<file path="src/rtl/mem_wb_skid.sv">
// MEM->WB stage: LANES register writes per beat through a main+skid buffer with registered in_ready.
// One-cycle latency; forwarding looks into held beats, youngest (skid, highest lane) first.
module mem_wb_skid #(
   parameter int LANES = 2,
   parameter int AW    = 5,
   parameter int DW    = 32,
   parameter int CNT_W = 32
) (
   input  logic                clk,
   input  logic                rst,
   input  logic                flush,
   input  logic                in_valid,
   output logic                in_ready,
   input  logic [LANES-1:0]    in_we,
   input  logic [LANES*AW-1:0] in_rd,
   input  logic [LANES*DW-1:0] in_val,
   output logic                out_valid,
   input  logic                out_ready,
   output logic [LANES-1:0]    out_we,
   output logic [LANES*AW-1:0] out_rd,
   output logic [LANES*DW-1:0] out_val,
   input  logic [AW-1:0]       fwd_addr,
   output logic                fwd_hit,
   output logic [DW-1:0]       fwd_val,
   output logic [CNT_W-1:0]    retire_cnt
);

   localparam logic [CNT_W-1:0] CNT_ONE = 1;

   logic                skid_vld;
   logic [LANES-1:0]    skid_we;
   logic [LANES*AW-1:0] skid_rd;
   logic [LANES*DW-1:0] skid_val;
   logic [LANES-1:0]    cap_we;
   logic                accept;
   logic                consume;
   logic                main_free;

   assign accept    = in_valid && in_ready;
   assign consume   = out_valid && out_ready;
   assign main_free = !out_valid || consume;

   // Writes to x0 are dropped at capture so neither the regfile nor forwarding sees them.
   always_comb begin
      cap_we = '0;
      for (int i = 0; i < LANES; i++)
         cap_we[i] = in_we[i] && (in_rd[i*AW +: AW] != '0);
   end

   always_ff @(posedge clk) begin
      if (rst) begin
         out_valid  <= 1'b0;
         out_we     <= '0;
         out_rd     <= '0;
         out_val    <= '0;
         skid_vld   <= 1'b0;
         skid_we    <= '0;
         skid_rd    <= '0;
         skid_val   <= '0;
         in_ready   <= 1'b1;
         retire_cnt <= '0;
      end else begin
         if (consume)
            retire_cnt <= retire_cnt + CNT_ONE;
         if (flush) begin
            out_valid <= 1'b0;
            out_we    <= '0;
            skid_vld  <= 1'b0;
            in_ready  <= 1'b1;
         end else if (main_free) begin
            if (skid_vld) begin
               out_valid <= 1'b1;
               out_we    <= skid_we;
               out_rd    <= skid_rd;
               out_val   <= skid_val;
               skid_vld  <= 1'b0;
               in_ready  <= 1'b1;
            end else if (accept) begin
               out_valid <= 1'b1;
               out_we    <= cap_we;
               out_rd    <= in_rd;
               out_val   <= in_val;
            end else begin
               out_valid <= 1'b0;
            end
         end else if (accept) begin
            // Main is stalled: park the beat and stop accepting until the skid drains.
            skid_vld <= 1'b1;
            skid_we  <= cap_we;
            skid_rd  <= in_rd;
            skid_val <= in_val;
            in_ready <= 1'b0;
         end
      end
   end

   // Later matches override earlier ones: main then skid, low lane then high lane.
   always_comb begin
      fwd_hit = 1'b0;
      fwd_val = '0;
      if (fwd_addr != '0) begin
         for (int i = 0; i < LANES; i++) begin
            if (out_valid && out_we[i] && out_rd[i*AW +: AW] == fwd_addr) begin
               fwd_hit = 1'b1;
               fwd_val = out_val[i*DW +: DW];
            end
         end
         for (int i = 0; i < LANES; i++) begin
            if (skid_vld && skid_we[i] && skid_rd[i*AW +: AW] == fwd_addr) begin
               fwd_hit = 1'b1;
               fwd_val = skid_val[i*DW +: DW];
            end
         end
      end
   end

endmodule

</file>
<file path="config.mk">
export PLATFORM = sky130hd
export DESIGN_NAME = mem_wb_skid
export DESIGN_NICKNAME = d
export VERILOG_FILES = /design/src/rtl/mem_wb_skid.sv
export SDC_FILE = /design/constraint.sdc
export NUM_CORES = 1
export LEC_CHECK = 0
export ABC_AREA = 1
export CAP_MARGIN = 40
export CORE_UTILIZATION = 50
export DETAILED_ROUTE_END_ITERATION = 7
export PLACE_DENSITY = 0.81
export SLEW_MARGIN = 20
export SYNTH_ARGS = -nofsm -noshare
export SYNTH_HDL_FRONTEND = slang
export SYNTH_SLANG_ARGS = --single-unit
export TNS_END_PERCENT = 20
</file>
<file path="constraint.sdc">
create_clock -name clk -period 2.1 [get_ports clk]
set_input_delay 0.42 -clock clk [delete_from_list [all_inputs] [get_ports clk]]
set_output_delay 0.42 -clock clk [all_outputs]
set_load 0.02 [all_outputs]
</file>
# Word-level counts from Yosys, hierarchy flattened
# Index checks and enable logic that the tools add are counted.
[word_totals] ff_bits=187 input_bits=86 out_inout_bits=143 word_cells=64
[classes] add_sub_neg=1 n_eq_ne=5 muxes=21 bitwise_logic=2 n_reduce_logical=25
[ops] cell="$mux W32" count=5
[ops] cell="$mux W64" count=2
[ops] cell="$add A32 B1 Y32 const B" count=1
[ops] cell="$eq A5 B5 Y1" count=4
[ops] cell="$mux W10" count=2
[ops] cell="$reduce_bool A5 Y1" count=3
[ops] cell="$logic_and A1 B1 Y1" count=12
[ops] cell="$mux W1" count=10
[ops] cell="$reduce_and A3 Y1" count=2
[ops] cell="$mux W2" count=2
[ops] cell="$reduce_and A2 Y1" count=2
[ops] cell="$reduce_bool A2 Y1" count=2
[ops] cell="$reduce_or A3 Y1" count=1
[ops] cell="$ne A2 B2 Y1 const B" count=1
[ops] cell="$not A1 Y1" count=2
[ops] cell="$reduce_or A2 Y1" count=1
[ops] cell="$logic_not A1 Y1" count=1
[ops] cell="$logic_or A1 B1 Y1" count=1

# Logic depth before layout (Yosys ltp)
[logic_depth] word_depth=7 ltp_mapped=12 depth_no_buf=12

# Worst setup path after synthesis
# No wires, ideal clock.
[synth_timing] path_kind="input to output" startpoint="in fwd_addr[0]" endpoint="out fwd_val[1]" arrival_ns=1.657 required_ns=1.680 setup_slack_ns=0.023 stages=10 path_buffers=3 path_cell_list="buf_2 > nand2_1 > nand2_1 > nor2_1 > nand3_2 > buf_6 > buf_6 > o21ai_1 > nand2_1 > a21oi_1"
[synth_between] elab_chain_cells=7 elab_cells_between_ends=14 classes_between="4 x eq/ne; 5 x mux; 5 x reduce/logical"
[synth_lines] item="start: declaration" line_no="22" text="input logic [AW-1:0] fwd_addr,"
[synth_lines] item="$eq A5 B5 Y1" line_no="103" text="if (out_valid && out_we[i] && out_rd[i*AW +: AW] == fwd_addr) begin"
[synth_lines] item="$logic_and A1 B1 Y1" line_no="103"
[synth_lines] item="$mux W32 (2 in series)" line_no="103"
[synth_lines] item="$mux W32 (2 in series)" line_no="109" text="if (skid_vld && skid_we[i] && skid_rd[i*AW +: AW] == fwd_addr) begin"
[synth_lines] item="$mux W32 *" line_no="101" text="if (fwd_addr != '0) begin"
[synth_lines] item="end: declaration" line_no="24" text="output logic [DW-1:0] fwd_val,"
# Mark *: on every way between the ends. The rest lies on a longest branch, timed or not.

# Worst setup path in the final report
[layout_timing] startpoint="reg out_valid" endpoint="out fwd_val[21]"
[layout_between] elab_chain_cells=7 elab_cells_between_ends=9 classes_between="5 x mux; 4 x reduce/logical"
[layout_lines] item="start: declaration" line_no="17" text="output logic out_valid,"
[layout_lines] item="start signal: assignment" line_no="52" text="out_valid <= 1'b0;"
[layout_lines] item="start signal: assignment" line_no="66" text="out_valid <= 1'b0;"
[layout_lines] item="start signal: assignment" line_no="72" text="out_valid <= 1'b1;"
[layout_lines] item="$logic_and A1 B1 Y1 (2 in series)" line_no="103"
[layout_lines] item="$mux W32" line_no="103"
[layout_lines] item="$mux W32 *" line_no="103"
[layout_lines] item="$mux W32 * (2 in series)" line_no="109"
[layout_lines] item="$mux W32 *" line_no="101"
# Marks and branches as above.

==> reports/qor.yml <==
min_path:
  holdPathEnd: "out_val[58]"
  min_path_cells: 2
  hp-start: "out_val[58]"
  hold_class: "flip-flop to flip-flop"
grt:
  gr-total-overflow: 0
  grt_pass1_vias: 9826
  antenna_found_initial: 0
  grt_pass1_wl_um: 49600
  track_usage_pct: 31.9
  grt_max_degree: 81
route:
  via_count: 10961
  avgViaCountPerCell: 5.53
  ant_nets: 0
  wl_per_cell_um: 16.4
  wl_um: 32400
  dr.pass1.iters: 6
  drt_iter0_markers: 1089
  remaining_drc_errors: 0
outcome:
  failed_checks: "negative setup slack"
  outcome: "finished with violations"
layout:
  antenna_cells: 0
  final_core_utilization_pct: 72.6
  synthToLayoutAreaGrowth_pct: 40.2
  postLayoutCellArea_mm2: 0.0132
  fillers: 1507
  nets: 1827
  drive_above_1_share_pct: 13.2
worst_setup_path:
  r2r_slack_ns: 0.16
  worst_ep_arrival_time_ns: 2.23
  crit_chain: "nand2_1 > inv_1 > nand2_1 > nor2_2 > nand3_4 > a21oi_4 > buf_6 > clkbuf_16 > nand2_4 > a21oi_2 > buf_4"
  worstSetupStartpointType: "flip-flop"
  slowest_stage: "dfxtp_1"
  cp.required_ns: 1.68
  r2r_cells: 9
  slowest_delay_ns: 0.35
  path_max_fanout: 8
  end_kind: "output pin"
  criticalPathCategory: "flip-flop to output pin"
  critPathMostFrequentCell: "nand2_1"
  regToRegStartpoint: "skid_vld"
  reg2reg_to: "out_rd[9]"
die:
  core_area_mm2: 0.0182
  ios: 229
  die_h_um: 139
  dieArea_mm2: 0.0194
  start_util_pct: 51.8
  die_x_um: 139
  rows: 49
sta:
  worst_slack_ns: -0.554
  drv_slew: 0
  finalSetupTns_ns: -15.82
  fin_crit_ns: 2.65
  worstMarginPinSlew_ns: 0.614
  fin_crit_sh_pct: 126
  finalHoldViolCount: 0
  rsz0062_at_grt: "true"
  fmax_mhz: 377
  setup_viol: 33
  finClkSkew_ns: 0.0129
  relSlewSlack_pct: 59.1
logic_synthesis:
  synth_top_area_share_pct: 39.7
  synth_cell_types: 32
  syn-num-nets: 1590
  ys_async_sr_fraction_pct: 0
  synthFlopType: "dfxtp_1"
  synthTopCellsByArea: "dfxtp_1 (40%), nand2_1 (17%), a21oi_1 (11%)"
  synth_area_per_cell_um2: 6.28
  yosysSeqAreaShare_pct: 39.7
  synth_most_common_cell: "nand2_1"
  synthTopCellsByCount: "nand2_1 (425), nor2_1 (247), a21oi_1 (203)"
  ys_warn_count: 0
  syn_inst: 1503
  syn_area_mm2: 0.00944
  synthDominantAreaCellType: "dfxtp_1"
  synth_edf_count: 0
  ys_seq_elements: 187
clock_network:
  h-tree-depth: 4
  cts-root-buf: "clkbuf_16"
  cts_made_buffers: 17
  clock_sinks: 187
  path_clk_slew_ns: 0.07
  cts_buffer_depth: 2
  cts_tree: "yes"
  clk_latency_ns: 0.44
placement:
  port_buffers: 228
  dp_hpwl_um: 21200
  place.gp.congestion: 0.953
  placed_area_mm2: 0.0124
  pre_cts_ws_ns: -1.18
power:
  p_per_area_mw_per_mm2: 601
  leakage_uw: 0.00527
  ir_worst_vdd_v: 0.000606
  power.total_uw: 7950
flow_run:
  drv_cap: 0
-- placed cells by master, fill, tap and decap left out, types with 2 or more instances in the layout --
master | Yosys | layout
a21oi_1 | 203 | 173
a21oi_2 | 1 | 28
a21oi_4 | 0 | 3
a31oi_1 | 2 | 2
buf_12 | 0 | 19
buf_4 | 6 | 80
buf_6 | 4 | 14
clkbuf_16 | 0 | 18
clkbuf_8 | 0 | 2
clkdlybuf4s50_1 | 0 | 189
clkinv_2 | 0 | 2
clkinv_4 | 0 | 2
clkinvlp_4 | 0 | 5
dfxtp_1 | 187 | 180
dfxtp_2 | 0 | 7
dlygate4sd2_1 | 0 | 5
inv_1 | 90 | 87
inv_2 | 9 | 11
inv_6 | 0 | 3
nand2_1 | 425 | 409
nand2_2 | 0 | 8
nand2_4 | 0 | 8
nand3_1 | 14 | 13
nand3b_1 | 7 | 7
nand4_1 | 6 | 6
nor2_1 | 247 | 244
nor2_2 | 3 | 5
nor2_4 | 1 | 2
nor3b_2 | 2 | 2
o21ai_0 | 177 | 174
o21ai_1 | 23 | 21
o21ai_2 | 2 | 7
xnor2_1 | 2 | 2
-- final cells by class --
| type | count | area, um^2 | area share, % |
|---|---|---|---|
| well taps | 229 | 287 | 2.17 |
| repair buffers | 310 | 3120 | 23.6 |
| multi-input cells | 1125 | 5150 | 38.9 |
| clock inverters | 11 | 86.3 | 0.653 |
| clock buffers | 20 | 457 | 3.45 |
| inverters | 99 | 373 | 2.82 |
| flip-flops and latches | 187 | 3750 | 28.4 |
-- logic make-up (layout without fill, tap and decap cells) --
family / count (synthesis) / in the layout / synth area share, %
simple gates: 711 / 711 / 29.4
compound gates: 410 / 410 / 21.9
buf+inv: 191 / 440 / 8.53
flops: 187 / 187 / 39.7
xor+xnor: 3 / 3 / 0.279
fa+ha+maj: 1 / 1 / 0.133
-- report_power, final --
part / switching [uW] / internal, uW
clock network: 1480 / 1590
logic: 597 / 527
registers: 94.5 / 3660
-- state kept, by name (all words and copies together), names as in the netlist --
signal      count
out_val        64
skid_val       64
retire_cnt     32
out_rd         10
skid_rd        10
out_we          2
skid_we         2
in_ready        1
out_valid       1
skid_vld        1
-- critical path, delay by kind of cell (launching register included) --
kind | cells | cell delay, ns
buf+inv | 4 | 0.58
compound gates | 2 | 0.39
simple gates | 5 | 0.46
flops | 1 | 0.35
-- metal layers --
layer / global-route usage [%] / share of wire [%] / vias up
li1: - / - / 5295
met1: 41.2 / 42 / 5000
met2: 50.9 / 45 / 575
met3: 5.99 / 8.8 / 91
met4: 16.2 / 4.1 / 0
met5: 0 / 0 / -
-- through the flow --
step	cells	hold WS [ns]
floorplan	1503	0.451
global placement	1943	0.460
detailed placement	1943	0.461
CTS	1979	0.474
global route	1981	0.499
finish	1981	0.472
-- worst max path at each step --
stage | start | end
after floorplan | fwd_addr[0] | fwd_val[1]
after global placement | fwd_addr[3] | fwd_val[0]
after detailed placement | fwd_addr[3] | fwd_val[1]
after CTS | out_rd[9] | fwd_val[7]
after global routing | out_rd[0] | fwd_val[16]
final | out_valid | fwd_val[21]
-- repair_timing --
action,in CTS,in global routing
cloned,1,1
pin swaps,2,20
resized for setup,204,63
setup buffers,4,2
endpoints found under the hold margin,0,0
endpoints found under the setup margin,33,35
hold buffers,0,0
Note: power is estimated with default switching activity, not from simulation.
